==> src/rtl/bist_response_analyzer.sv <==
// ---------------------------------------------------------------------------
// bist_response_analyzer
//
// Purpose:
//   Compares memory read data returned during a march test against the
//   expected background bit, counts mismatches and reports a final verdict.
//   Every accepted read pushes its address and expected bit into an
//   RD_LAT-deep tag pipeline. The tag then lines up with rdata when the
//   memory returns it. The compare result is registered, so it is visible
//   RD_LAT+1 cycles after the read strobe.
//
//   Control FSM:
//     IDLE   -> RUN on the first read, or REPORT directly on done.
//     RUN    -> DRAIN on done.
//     DRAIN  -> REPORT when the last in-flight compare retires.
//     REPORT -> holds until clear or reset. result_valid is high here.
//   Reads seen in DRAIN or REPORT are dropped.
//
// Configuration macro:
//   BIST_FAIL_LOG_EN - when defined, the address tag and rdata of the first
//                      mismatch are captured on fail_addr / fail_data. When
//                      undefined, both outputs are tied to zero and no
//                      capture registers exist.
//
// Parameters:
//   DATA_W  memory word width
//   ADDR_W  memory address width
//   RD_LAT  memory read latency in cycles (1..4)
//   ERR_W   error counter width
//
// Ports:
//   clk           single clock, rising edge
//   rst           asynchronous active-low reset
//   clear         synchronous clear of results and in-flight reads
//   read          read strobe from the march controller
//   out           expected background bit (replicated to DATA_W)
//   addr          address of the current read
//   done          march-complete pulse
//   rdata         memory read data, valid RD_LAT cycles after read
//   is_equal      registered result of the last completed compare
//   cmp_valid     one-cycle pulse per completed compare
//   fail          sticky mismatch flag
//   err_cnt       saturating mismatch count
//   result_valid  results are final (REPORT state)
//   fail_addr     address of the first mismatch (macro dependent)
//   fail_data     rdata of the first mismatch (macro dependent)
// ---------------------------------------------------------------------------
module bist_response_analyzer #(
  parameter int DATA_W = 8,
  parameter int ADDR_W = 4,
  parameter int RD_LAT = 1,
  parameter int ERR_W  = 8
) (
  input  logic              clk,
  input  logic              rst,
  input  logic              clear,
  input  logic              read,
  input  logic              out,
  input  logic [ADDR_W-1:0] addr,
  input  logic              done,
  input  logic [DATA_W-1:0] rdata,
  output logic              is_equal,
  output logic              cmp_valid,
  output logic              fail,
  output logic [ERR_W-1:0]  err_cnt,
  output logic              result_valid,
  output logic [ADDR_W-1:0] fail_addr,
  output logic [DATA_W-1:0] fail_data
);

  // Reject unsupported latencies at elaboration time.
  if (RD_LAT < 1 || RD_LAT > 4) begin : g_bad_rd_lat
    $error("bist_response_analyzer: RD_LAT must be in 1..4");
  end

  typedef enum logic [1:0] {
    IDLE   = 2'd0,
    RUN    = 2'd1,
    DRAIN  = 2'd2,
    REPORT = 2'd3
  } state_t;

  state_t state_reg;
  state_t state_next;

  // The read is entered into the tag pipeline this cycle.
  logic accept;

  // Flattened views of the tag pipeline, one entry per stage.
  logic [RD_LAT-1:0] vld_vec;
  logic [RD_LAT-1:0] exp_vec;
  logic [ADDR_W-1:0] addr_vec [RD_LAT];

  // -------------------------------------------------------------------------
  // Tag pipeline. Stage 0 takes the accepted read. Each later stage takes
  // the stage before it. The last stage lines up with rdata.
  // -------------------------------------------------------------------------
  for (genvar gi = 0; gi < RD_LAT; gi++) begin : g_tag
    logic              vld_reg;
    logic              exp_reg;
    logic [ADDR_W-1:0] addr_reg;
    logic              vld_in;
    logic              exp_in;
    logic [ADDR_W-1:0] addr_in;

    if (gi == 0) begin : g_head
      assign vld_in  = accept;
      assign exp_in  = out;
      assign addr_in = addr;
    end else begin : g_link
      assign vld_in  = vld_vec[gi-1];
      assign exp_in  = exp_vec[gi-1];
      assign addr_in = addr_vec[gi-1];
    end

    always_ff @(posedge clk or negedge rst) begin
      if (!rst) begin
        vld_reg  <= 1'b0;
        exp_reg  <= 1'b0;
        addr_reg <= '0;
      end else if (clear) begin
        vld_reg  <= 1'b0;
        exp_reg  <= 1'b0;
        addr_reg <= '0;
      end else begin
        vld_reg  <= vld_in;
        exp_reg  <= exp_in;
        addr_reg <= addr_in;
      end
    end

    assign vld_vec[gi]  = vld_reg;
    assign exp_vec[gi]  = exp_reg;
    assign addr_vec[gi] = addr_reg;
  end

  // -------------------------------------------------------------------------
  // Compare stage: the tail of the tag pipeline meets rdata.
  // -------------------------------------------------------------------------
  logic              tail_vld;
  logic              tail_exp;
  logic [ADDR_W-1:0] tail_addr;
  logic [DATA_W-1:0] expected_word;
  logic              match;
  logic              mismatch;

  assign tail_vld      = vld_vec[RD_LAT-1];
  assign tail_exp      = exp_vec[RD_LAT-1];
  assign tail_addr     = addr_vec[RD_LAT-1];
  assign expected_word = {DATA_W{tail_exp}};
  assign match         = (rdata == expected_word);
  assign mismatch      = tail_vld && !match;

  // A read is still in flight after this edge when any stage other than
  // the tail is occupied. The tail entry retires at this edge.
  logic busy_after;

  if (RD_LAT == 1) begin : g_busy_single
    assign busy_after = 1'b0;
  end else begin : g_busy_multi
    assign busy_after = |vld_vec[RD_LAT-2:0];
  end

  // -------------------------------------------------------------------------
  // Control FSM
  // -------------------------------------------------------------------------
  always_ff @(posedge clk or negedge rst) begin
    if (!rst) begin
      state_reg <= IDLE;
    end else begin
      state_reg <= state_next;
    end
  end

  always_comb begin
    state_next = state_reg;
    accept     = 1'b0;
    if (clear) begin
      // A read in the same cycle as clear is discarded.
      state_next = IDLE;
    end else begin
      unique case (state_reg)
        IDLE: begin
          accept = read;
          if (done) begin
            // When read and done arrive together, the read still has to
            // retire before REPORT.
            state_next = read ? DRAIN : REPORT;
          end else if (read) begin
            state_next = RUN;
          end
        end
        RUN: begin
          accept = read;
          if (done) begin
            state_next = DRAIN;
          end
        end
        DRAIN: begin
          // Enter REPORT on the same edge that retires the last compare.
          // The final counts and result_valid then appear together.
          if (!busy_after) begin
            state_next = REPORT;
          end
        end
        REPORT: begin
          state_next = REPORT;
        end
        default: begin
          state_next = IDLE;
        end
      endcase
    end
  end

  // -------------------------------------------------------------------------
  // Result registers
  // -------------------------------------------------------------------------
  logic             is_equal_reg;
  logic             cmp_valid_reg;
  logic             fail_reg;
  logic [ERR_W-1:0] err_cnt_reg;

  always_ff @(posedge clk or negedge rst) begin
    if (!rst) begin
      is_equal_reg  <= 1'b1;
      cmp_valid_reg <= 1'b0;
      fail_reg      <= 1'b0;
      err_cnt_reg   <= '0;
    end else if (clear) begin
      is_equal_reg  <= 1'b1;
      cmp_valid_reg <= 1'b0;
      fail_reg      <= 1'b0;
      err_cnt_reg   <= '0;
    end else begin
      cmp_valid_reg <= tail_vld;
      if (tail_vld) begin
        is_equal_reg <= match;
      end
      if (mismatch) begin
        fail_reg <= 1'b1;
        // Saturate rather than wrap: the count never goes back to zero.
        if (err_cnt_reg != {ERR_W{1'b1}}) begin
          err_cnt_reg <= err_cnt_reg + ERR_W'(1);
        end
      end
    end
  end

  assign is_equal     = is_equal_reg;
  assign cmp_valid    = cmp_valid_reg;
  assign fail         = fail_reg;
  assign err_cnt      = err_cnt_reg;
  assign result_valid = (state_reg == REPORT);

  // -------------------------------------------------------------------------
  // First-failure log
  // -------------------------------------------------------------------------
`ifdef BIST_FAIL_LOG_EN
  logic [ADDR_W-1:0] fail_addr_reg;
  logic [DATA_W-1:0] fail_data_reg;

  // fail_reg is still low on the edge of the first mismatch. Later
  // mismatches leave the capture unchanged until clear or reset.
  always_ff @(posedge clk or negedge rst) begin
    if (!rst) begin
      fail_addr_reg <= '0;
      fail_data_reg <= '0;
    end else if (clear) begin
      fail_addr_reg <= '0;
      fail_data_reg <= '0;
    end else if (mismatch && !fail_reg) begin
      fail_addr_reg <= tail_addr;
      fail_data_reg <= rdata;
    end
  end

  assign fail_addr = fail_addr_reg;
  assign fail_data = fail_data_reg;
`else
  assign fail_addr = '0;
  assign fail_data = '0;

  // The address tag has no consumer without the log. Synthesis trims it.
  logic unused_tail_addr;
  assign unused_tail_addr = ^tail_addr;
`endif

endmodule

==> config.mk <==
export PLATFORM = sky130hd
export DESIGN_NAME = bist_response_analyzer
export DESIGN_NICKNAME = d
export VERILOG_FILES = /design/src/rtl/bist_response_analyzer.sv
export SDC_FILE = /design/constraint.sdc
export NUM_CORES = 1
export LEC_CHECK = 0
export BUFFER_PORTS_ARGS = -buffer_cell sky130_fd_sc_hd__buf_2
export CORE_UTILIZATION = 49
export DETAILED_ROUTE_END_ITERATION = 12
export PLACE_DENSITY_LB_ADDON = 0.3
export SYNTH_ARGS = -nofsm -noshare
export SYNTH_HDL_FRONTEND = slang
export SYNTH_SLANG_ARGS = --single-unit
==> constraint.sdc <==
create_clock -name clk -period 4.3 [get_ports clk]
set_input_delay 0.645 -clock clk [delete_from_list [all_inputs] [get_ports clk]]
set_output_delay 0.645 -clock clk [all_outputs]
set_load 0.005 [all_outputs]
# After elaboration in Yosys (flattened, before gate mapping)

Index checks and enable logic that the tools add are counted.

Latch bits: 0
Memories kept: 0
RAM bits: 0
Output and inout port bits: 24
Register bits after elaboration: 15
Input port bits: 18
Bits in read-only memories: 0

Multipliers: 0
Add/subtract/negate cells: 1
Equality and inequality tests: 7
Shift-type cells: 0
Reductions and logical operators: 10
Divide/modulo/power cells: 0
Muxes and demuxes: 17
Order comparisons: 0
Bitwise operators: 0

Operators by type and width:

| operator                                            | number |
|---|---|
| two-way mux 8 bit                                   | 3 |
| two-way mux 1 bit                                   | 9 |
| adder 8 x 1 -> 8 bit, second input constant         | 1 |
| equality test 8 bit                                 | 1 |
| two-way mux 2 bit                                   | 4 |
| inequality test 8 bit, second input constant        | 1 |
| one-hot mux 2 bit (3 select lines)                  | 1 |
| nonzero test 2 bit                                  | 3 |
| equality test 2 bit, second input constant          | 2 |
| inequality test 4 bit, second input constant        | 1 |
| AND reduction 2 bit                                 | 2 |
| OR reduction 2 bit                                  | 2 |
| inequality test 3 bit, second input constant        | 1 |
| equality test 2 x 1 -> 1 bit, second input constant | 1 |
| logical NOT 2 bit                                   | 1 |
| logical AND 1 bit                                   | 1 |
| logical NOT 1 bit                                   | 1 |

# Longest topological paths before layout

Gate-level depths: netlist (run 1).

Depth after elaboration: 5
Gate-level depth with buffers: 5

# Worst setup path before layout (run 1)

Ideal clock, no wire load.

Path kind: input-to-reg
From: input port rdata[4]
To: register err_cnt_reg[3], in the netlist err_cnt[3]
Stages on the path: 5
Setup slack: 2153 ps
Data required time: 4172 ps
Arrival: 2020 ps
Cell sequence: or4_4 o41ai_4 buf_6 nor4_1 mux2_1

Longest elaborated chain between the ends: 5

RTL lines:

| element                       | RTL line | source |
|---|---|---|
| from (decl)                   | 61       | `input logic [DATA_W-1:0] rdata,` |
| equality test 8 bit           | 151      | `assign match = (rdata == expected_word);` |
| logical NOT 1 bit             | 152      | `assign mismatch = tail_vld && !match;` |
| logical AND 1 bit             | 152      |  |
| nonzero test 2 bit (no line)  | -        |  |
| AND reduction 2 bit (no line) | -        |  |
| to (signal assigned)          | 244      | `err_cnt_reg <= err_cnt_reg + ERR_W'(1);` |
| to (decl)                     | 222      | `logic [ERR_W-1:0] err_cnt_reg;` |

Every way passes these cells.
A chain may end at the register's enable or synchronous reset.

# Worst setup path in the final report (run 1)

From: input port rdata[4]
To: register err_cnt_reg[5], in the netlist err_cnt[5]

Same word-level chain as after synthesis.

==> results.md, run 1 <==
* Setup crit start kind: primary input
* Flop pwr share at 0.565
* CP Class: in -> reg
* Rel. slew slack at 0.593
* Seq/Total Area, Yosys at 0.413
* Clock Path Buffers at 2
* Antenna-violating nets left at 0
* Total of max-cap violations at 0
* Cell Area, Placed at 1010 sq um
* Worst EP required at 4490 ps
* DRT Wirelength at 1720 um
* NumNets Final at 140
* Row cnt at 15
* Mean Syn Cell Area at 9.70 sq um
* First-pass GRT wire length at 2750 um
* Worst hold path type: in -> async
* Detailed Route Iter0 Violations at 9
* Post-DP HPWL at 1310 um
* YS warnings at 0
* Slew Limit Fails at 0
* Met3 wire length at 132 um
* Ys async rst share at 1.00
* Layout cells sized above 1 at 0.317
* Max VDD drop at 0.169 mV
* Vias in the first global route at 674
* Max Fclk at 0.455 GHz
* Cts bufs inserted at 3
* Max reg flops at 8
* Area of the multi-input gates at 452 sq um
* Vias per cell at 5.23
* I/O Buffers at 25
* Cells after synthesis at 94
* Horiz. Die Dim at 45.1 um
* Pin slew with the least headroom to its limit at 605 ps
* Residual DRC at 0
* Final Hold Viols at 0
* Metal2 WL at 793 um
* Final setup skew at 6.06 ps
* Reg area at 377 sq um
* Distinct cells, synth at 35
* Die area at 2040 sq um
* #FFs+latches synth at 15
* Fin Setup TNS at 0 ps
* RSZ-0062 raised after global routing: false
* Critical Path AT at 2380 ps
* CTS Hold Bufs at 0
* Outcome: finished, final reports clean
* Num ports at 42
* Worst skew pair latency at 290 ps
* Clock share of power at 0.314
* Final period util at 0.511
* PwrDens at 256 nW/um^2
* Crit-path max FO at 11
* Initial DRT Pass Iterations at 4
* Non-Filler Instances at 145
* Area Growth Syn to Fin at 13.3%
* Drt wl/cell at 11.9 um
* Sw Ratio at 0.261
* Core ar. at 1730 sq um
* Combinational share of power at 0.121
* Clock root buffer master: clkbuf_4
* Initial antenna violation count at 0
* Chip height at 45.1 um
* Post-layout min period at 2200 ps
* Post-synth EDFFs at 0
* Total grt overflow at 0
* CTS tree: done
* CTS HTree Levels at 1
* Syn Std Cell Area at 912 sq um
* Int Power at 0.000196 W
* CTS clk-pin slew, worst paths at 90 ps
* Largest net degree at the start of global routing at 17
* Leakage at 0.496 nW
* Placed insts at 141
* Total track usage at 0.193
* Setup violators final at 0
* Clk sinks at 15
* Routability Congestion at 0.804
* Top sig layer: met4
* Post-CTS Repair Setup Buffers at 0
* CP Capture Type: flop
* Filler Cells Inserted at 166
* Post-cts resize count at 0
* Initial Utilization at 0.528
* Antenna fix cells at 0
* NetSw at 0.0000692 W
* Routed vias at 759
* WL met1 at 741 um
* Prevailing post-synth register cell: dfrtp_1
* Finished Cell Area at 1030 sq um
==> metrics by stage <==
| step | utilization | hold WS [ps] | worst slack [ps] | power (W) |
|---|---|---|---|---|
| 3_5_place_dp | 0.583 | 466 | 1790 | 0.000185 |
| 6_report | 0.599 | 239 | 2100 | 0.000265 |
| 4_1_cts | 0.599 | 245 | 2100 | 0.000267 |
| 3_3_place_gp | 0.583 | 464 | 1810 | 0.000183 |
| 2_1_floorplan | - | 349 | 2150 | 0.000177 |
| 5_1_grt | 0.599 | 255 | 2020 | 0.000276 |
==> logic make-up after synthesis <==
logic type | share of synthesized area
AND/OR/NAND/NOR | 0.252
buffers and inverters | 0.137
flip-flops | 0.413
AO/OA/AOI/OAI | 0.115
multiplexers | 0.0645
adder cells (fa/ha/maj) | 0.0137
other | 0.00411
==> worst paths after layout <==
path	start	endpoint	slack [ps]	depth (start not counted)
max reg2reg	exp_vec	err_cnt[5]	2410	4
min	rst	err_cnt[7]	240	1
max	rdata[4]	err_cnt[5]	2100	5
min in group clk	state_reg[1]	g_tag[0].vld_reg	480	1
min reg2reg	state_reg[1]	g_tag[0].vld_reg	480	1
max in group asynchronous	rst	is_equal	3750	1
==> synth_stat cells, types with 2 or more instances <==
master | n | area (sq um)
o21ai_0 | 2 | 10.0
mux2_1 | 3 | 33.8
nand4_1 | 2 | 12.5
inv_1 | 4 | 15.0
nand3_1 | 3 | 15.0
or4_2 | 2 | 17.5
nor3_1 | 2 | 10.0
nor2_1 | 11 | 41.3
buf_4 | 12 | 90.1
dfrtp_1 | 14 | 350
nand2_1 | 5 | 18.8
nor4_1 | 2 | 12.5
nor2b_1 | 5 | 31.3
a21oi_1 | 3 | 15.0
or3_1 | 3 | 18.8
o41ai_1 | 2 | 17.5
==> power by group through the flow <==
| stage | logic [W] | registers (W) | clock network, W |
|---|---|---|---|
| CTS | 0.0000325 | 0.000150 | 0.0000847 |
| floorplan | 0.0000250 | 0.000152 | 0 |
| detailed placement | 0.0000323 | 0.000153 | 0 |
| global route | 0.0000368 | 0.000150 | 0.0000890 |
| global placement | 0.0000310 | 0.000152 | 0 |
| finish | 0.0000321 | 0.000150 | 0.0000832 |
==> cell usage in the layout, fill, tap and decap left out, types with 2 or more instances in the layout <==
master	netlist	routed
nand4_1	2	2
nor4_1	2	2
o21ai_0	2	2
clkbuf_4	0	3
nor3_1	2	2
nand3_1	3	3
or4_2	2	2
or3_1	3	3
a21oi_1	3	3
inv_1	4	4
nor2b_1	5	5
o41ai_1	2	2
conb_1	1	12
buf_2	1	25
nor2_1	11	11
dfrtp_1	14	14
mux2_1	3	3
nand2_1	5	5
==> layout make-up <==
cell class                 instances  share of cell area
inverter                           4              0.0145
tap                               25              0.0303
sequential                        15               0.364
multi-input combinational         71               0.437
clock buffer                       4              0.0254
timing repair buffer              26               0.128
==> routing by layer <==
layer | vias up | global-route usage
met4 | 0 | 0.121
met2 | 38 | 0.316
met5 | - | 0
met3 | 7 | 0.0560
li1 | 359 | -
met1 | 355 | 0.220
==> critical path: stages <==
cell and delay [ps]:
buf_2 110, or4_4 550, o41ai_4 590, nor4b_1 150, mux2_1 340
No activity file was read; power rests on OpenSTA's default activity.
==> inputs of run 2 (changes only) <==
CORE_UTILIZATION = 41   (was 49)
clock period = 1.8 ns   (was 4.3 ns; I/O delays follow)
==> results.md, run 2 (synthesis gave the netlist of run 1 again) <==
* Cts bufs inserted at 3 (unchanged)
* WHS Endpoint: state_reg[1]
* Residual DRC at 0 (unchanged)
* Area Growth Syn to Fin at 25.7% (was 13.3%)
* Crit-path max FO at 2 (was 11)
* RSZ-0062 raised after global routing: true (was false)
* NumNets Final at 150 (was 140)
* Clock Path Buffers at 2 (unchanged)
* Chip height at 49.2 um (was 45.1 um)
* Initial antenna violation count at 0 (unchanged)
* Area of the multi-input gates at 480 sq um (was 452 sq um)
* Sw Ratio at 0.270 (was 0.261)
* Total of max-cap violations at 0 (unchanged)
* Num ports at 42 (unchanged)
* First-pass GRT wire length at 3190 um (was 2750 um)
* PwrDens at 569 nW/um^2 (was 256 nW/um^2)
* Post-CTS Repair Setup Buffers at 0 (unchanged)
* Hold path depth at 3
* Non-Filler Instances at 157 (was 145)
* Placed insts at 152 (was 141)
* Worst EP required at 1980 ps (was 4490 ps)
* Initial DRT Pass Iterations at 4 (unchanged)
* Vias per cell at 4.96 (was 5.23)
* Final Hold Viols at 0 (unchanged)
* Core ar. at 2020 sq um (was 1730 sq um)
* Total grt overflow at 0 (unchanged)
* Post-DP HPWL at 1420 um (was 1310 um)
* FF-to-FF setup slack at 70 ps (was 2410 ps)
* Critical Path AT at 1910 ps (was 2380 ps)
* Die area at 2420 sq um (was 2040 sq um)
* Antenna-violating nets left at 0 (unchanged)
* Setup crit start kind: flop (was primary input)
* Max VDD drop at 0.631 mV (was 0.169 mV)
* Horiz. Die Dim at 49.2 um (was 45.1 um)
* Combinational share of power at 0.141 (was 0.121)
* Leakage at 0.542 nW (was 0.496 nW)
* Drt wl/cell at 12.4 um (was 11.9 um)
* Largest net degree at the start of global routing at 17 (unchanged)
* Clock share of power at 0.313 (was 0.314)
* Post-layout min period at 1730 ps
* Final setup skew at 3.35 ps (was 6.06 ps)
* Filler Cells Inserted at 189 (was 166)
* Slew Limit Fails at 0 (unchanged)
* Initial Utilization at 0.451 (was 0.528)
* Vias in the first global route at 726 (was 674)
* Reg area at 377 sq um (unchanged)
* CTS clk-pin slew, worst paths at 100 ps (was 90 ps)
* Beginning of the worst hold path: done
* Layout cells sized above 1 at 0.415 (was 0.317)
* Flop pwr share at 0.547 (was 0.565)
* Worst r2r path cells at 5 (was 4)
* WHS at 225 ps (was 239 ps)
* Reg-to-reg critical path endpoint: err_cnt[6] (was err_cnt[5])
* Antenna fix cells at 0 (unchanged)
* Most frequent cells in the layout: 25 x buf_2, 14 x dfrtp_1, 12 x conb_1 (unchanged)
* DRT Wirelength at 1950 um (was 1720 um)
* Worst R2R Start: err_cnt[0] (was exp_vec)
* Setup violators final at 0 (unchanged)
* Row cnt at 16 (was 15)
* Worst hold path type: in -> reg (was in -> async)
* Finished Cell Area at 1150 sq um (was 1030 sq um)
* Worst skew pair latency at 280 ps (was 290 ps)
* Total track usage at 0.170 (was 0.193)
* CP Class: reg -> reg (was in -> reg)
* Outcome: finished, final reports clean (unchanged)
* Most common cell after layout, fill and taps aside: buf_2 (unchanged)
* Int Power at 0.000476 W (was 0.000196 W)
* Fin Setup TNS at 0 ps (unchanged)
* Max Fclk at 0.577 GHz
* NetSw at 0.000176 W (was 0.0000692 W)
* Final period util at 0.963
* CTS HTree Levels at 1 (unchanged)
* Clk sinks at 15 (unchanged)
* Detailed Route Iter0 Violations at 14 (was 9)
* Routed vias at 778 (was 759)
* Clock root buffer master: clkbuf_4 (unchanged)
* CTS tree: done (unchanged)
* I/O Buffers at 25 (unchanged)
* CP Capture Type: flop (unchanged)
* Cell Area, Placed at 1080 sq um (was 1010 sq um)
* Routability Congestion at 0.742 (was 0.804)
* Max reg flops at 8 (unchanged)
## run 2: through the flow
stage / utilization / total power, W / worst slack (ps)
final: 0.567 / 0.000652 / 66.2
after detailed placement: 0.533 / 0.000451 / -126
after floorplan: - / 0.000423 / 27.7
after CTS: 0.555 / 0.000651 / 23.4
after global placement: 0.533 / 0.000448 / -112
after global routing: 0.567 / 0.000692 / -5.32
## run 2: what timing repair did
action,in CTS,in global routing
hold endpoints to repair,14,0
pin swaps,0,1
hold buffers,1,0
endpoints found under the setup margin,3,4
resized for setup,1,5
## run 2: final cells by class
| type | instances | share of cell area |
|---|---|---|
| clock inverter | 1 | 0.00655 |
| multi-input combinational | 71 | 0.419 |
| clock buffer | 3 | 0.0197 |
| sequential | 15 | 0.329 |
| inverter | 4 | 0.0131 |
| timing repair buffer | 36 | 0.183 |
| tap | 27 | 0.0295 |
## run 2: power groups by stage
stage	clock network, W	logic, W	registers, W
3_3_place_gp	0	0.0000855	0.000362
3_5_place_dp	0	0.0000882	0.000363
2_1_floorplan	0	0.0000598	0.000363
6_report	0.000204	0.0000918	0.000357
4_1_cts	0.000204	0.0000905	0.000357
5_1_grt	0.000231	0.000103	0.000358
## run 2: layer usage
layer / part of all wire / global-route usage
met1: 0.42 / 0.204
met2: 0.51 / 0.304
met3: 0.063 / 0.0467
met4: 0 / 0.0294
met5: 0 / 0
## run 2: worst max-delay path, cell delays in order, from the launching register on
cell and delay [ps]:
dfrtp_1 380, ha_2 180, nand2_1 80, or3_1 370, nor4_2 280, mux2_1 340
## run 2: worst max-delay path by stage
stage	to	from	depth (start not counted)	slack [ps]
4_1_cts	err_cnt[6]	err_cnt[0]	5	20
3_3_place_gp	err_cnt[6]	rdata[4]	6	-110
2_1_floorplan	err_cnt[3]	rdata[4]	5	30
5_1_grt	err_cnt[3]	err_cnt[0]	6	-5
6_report	err_cnt[6]	err_cnt[0]	5	70
3_5_place_dp	err_cnt[5]	rdata[4]	6	-130
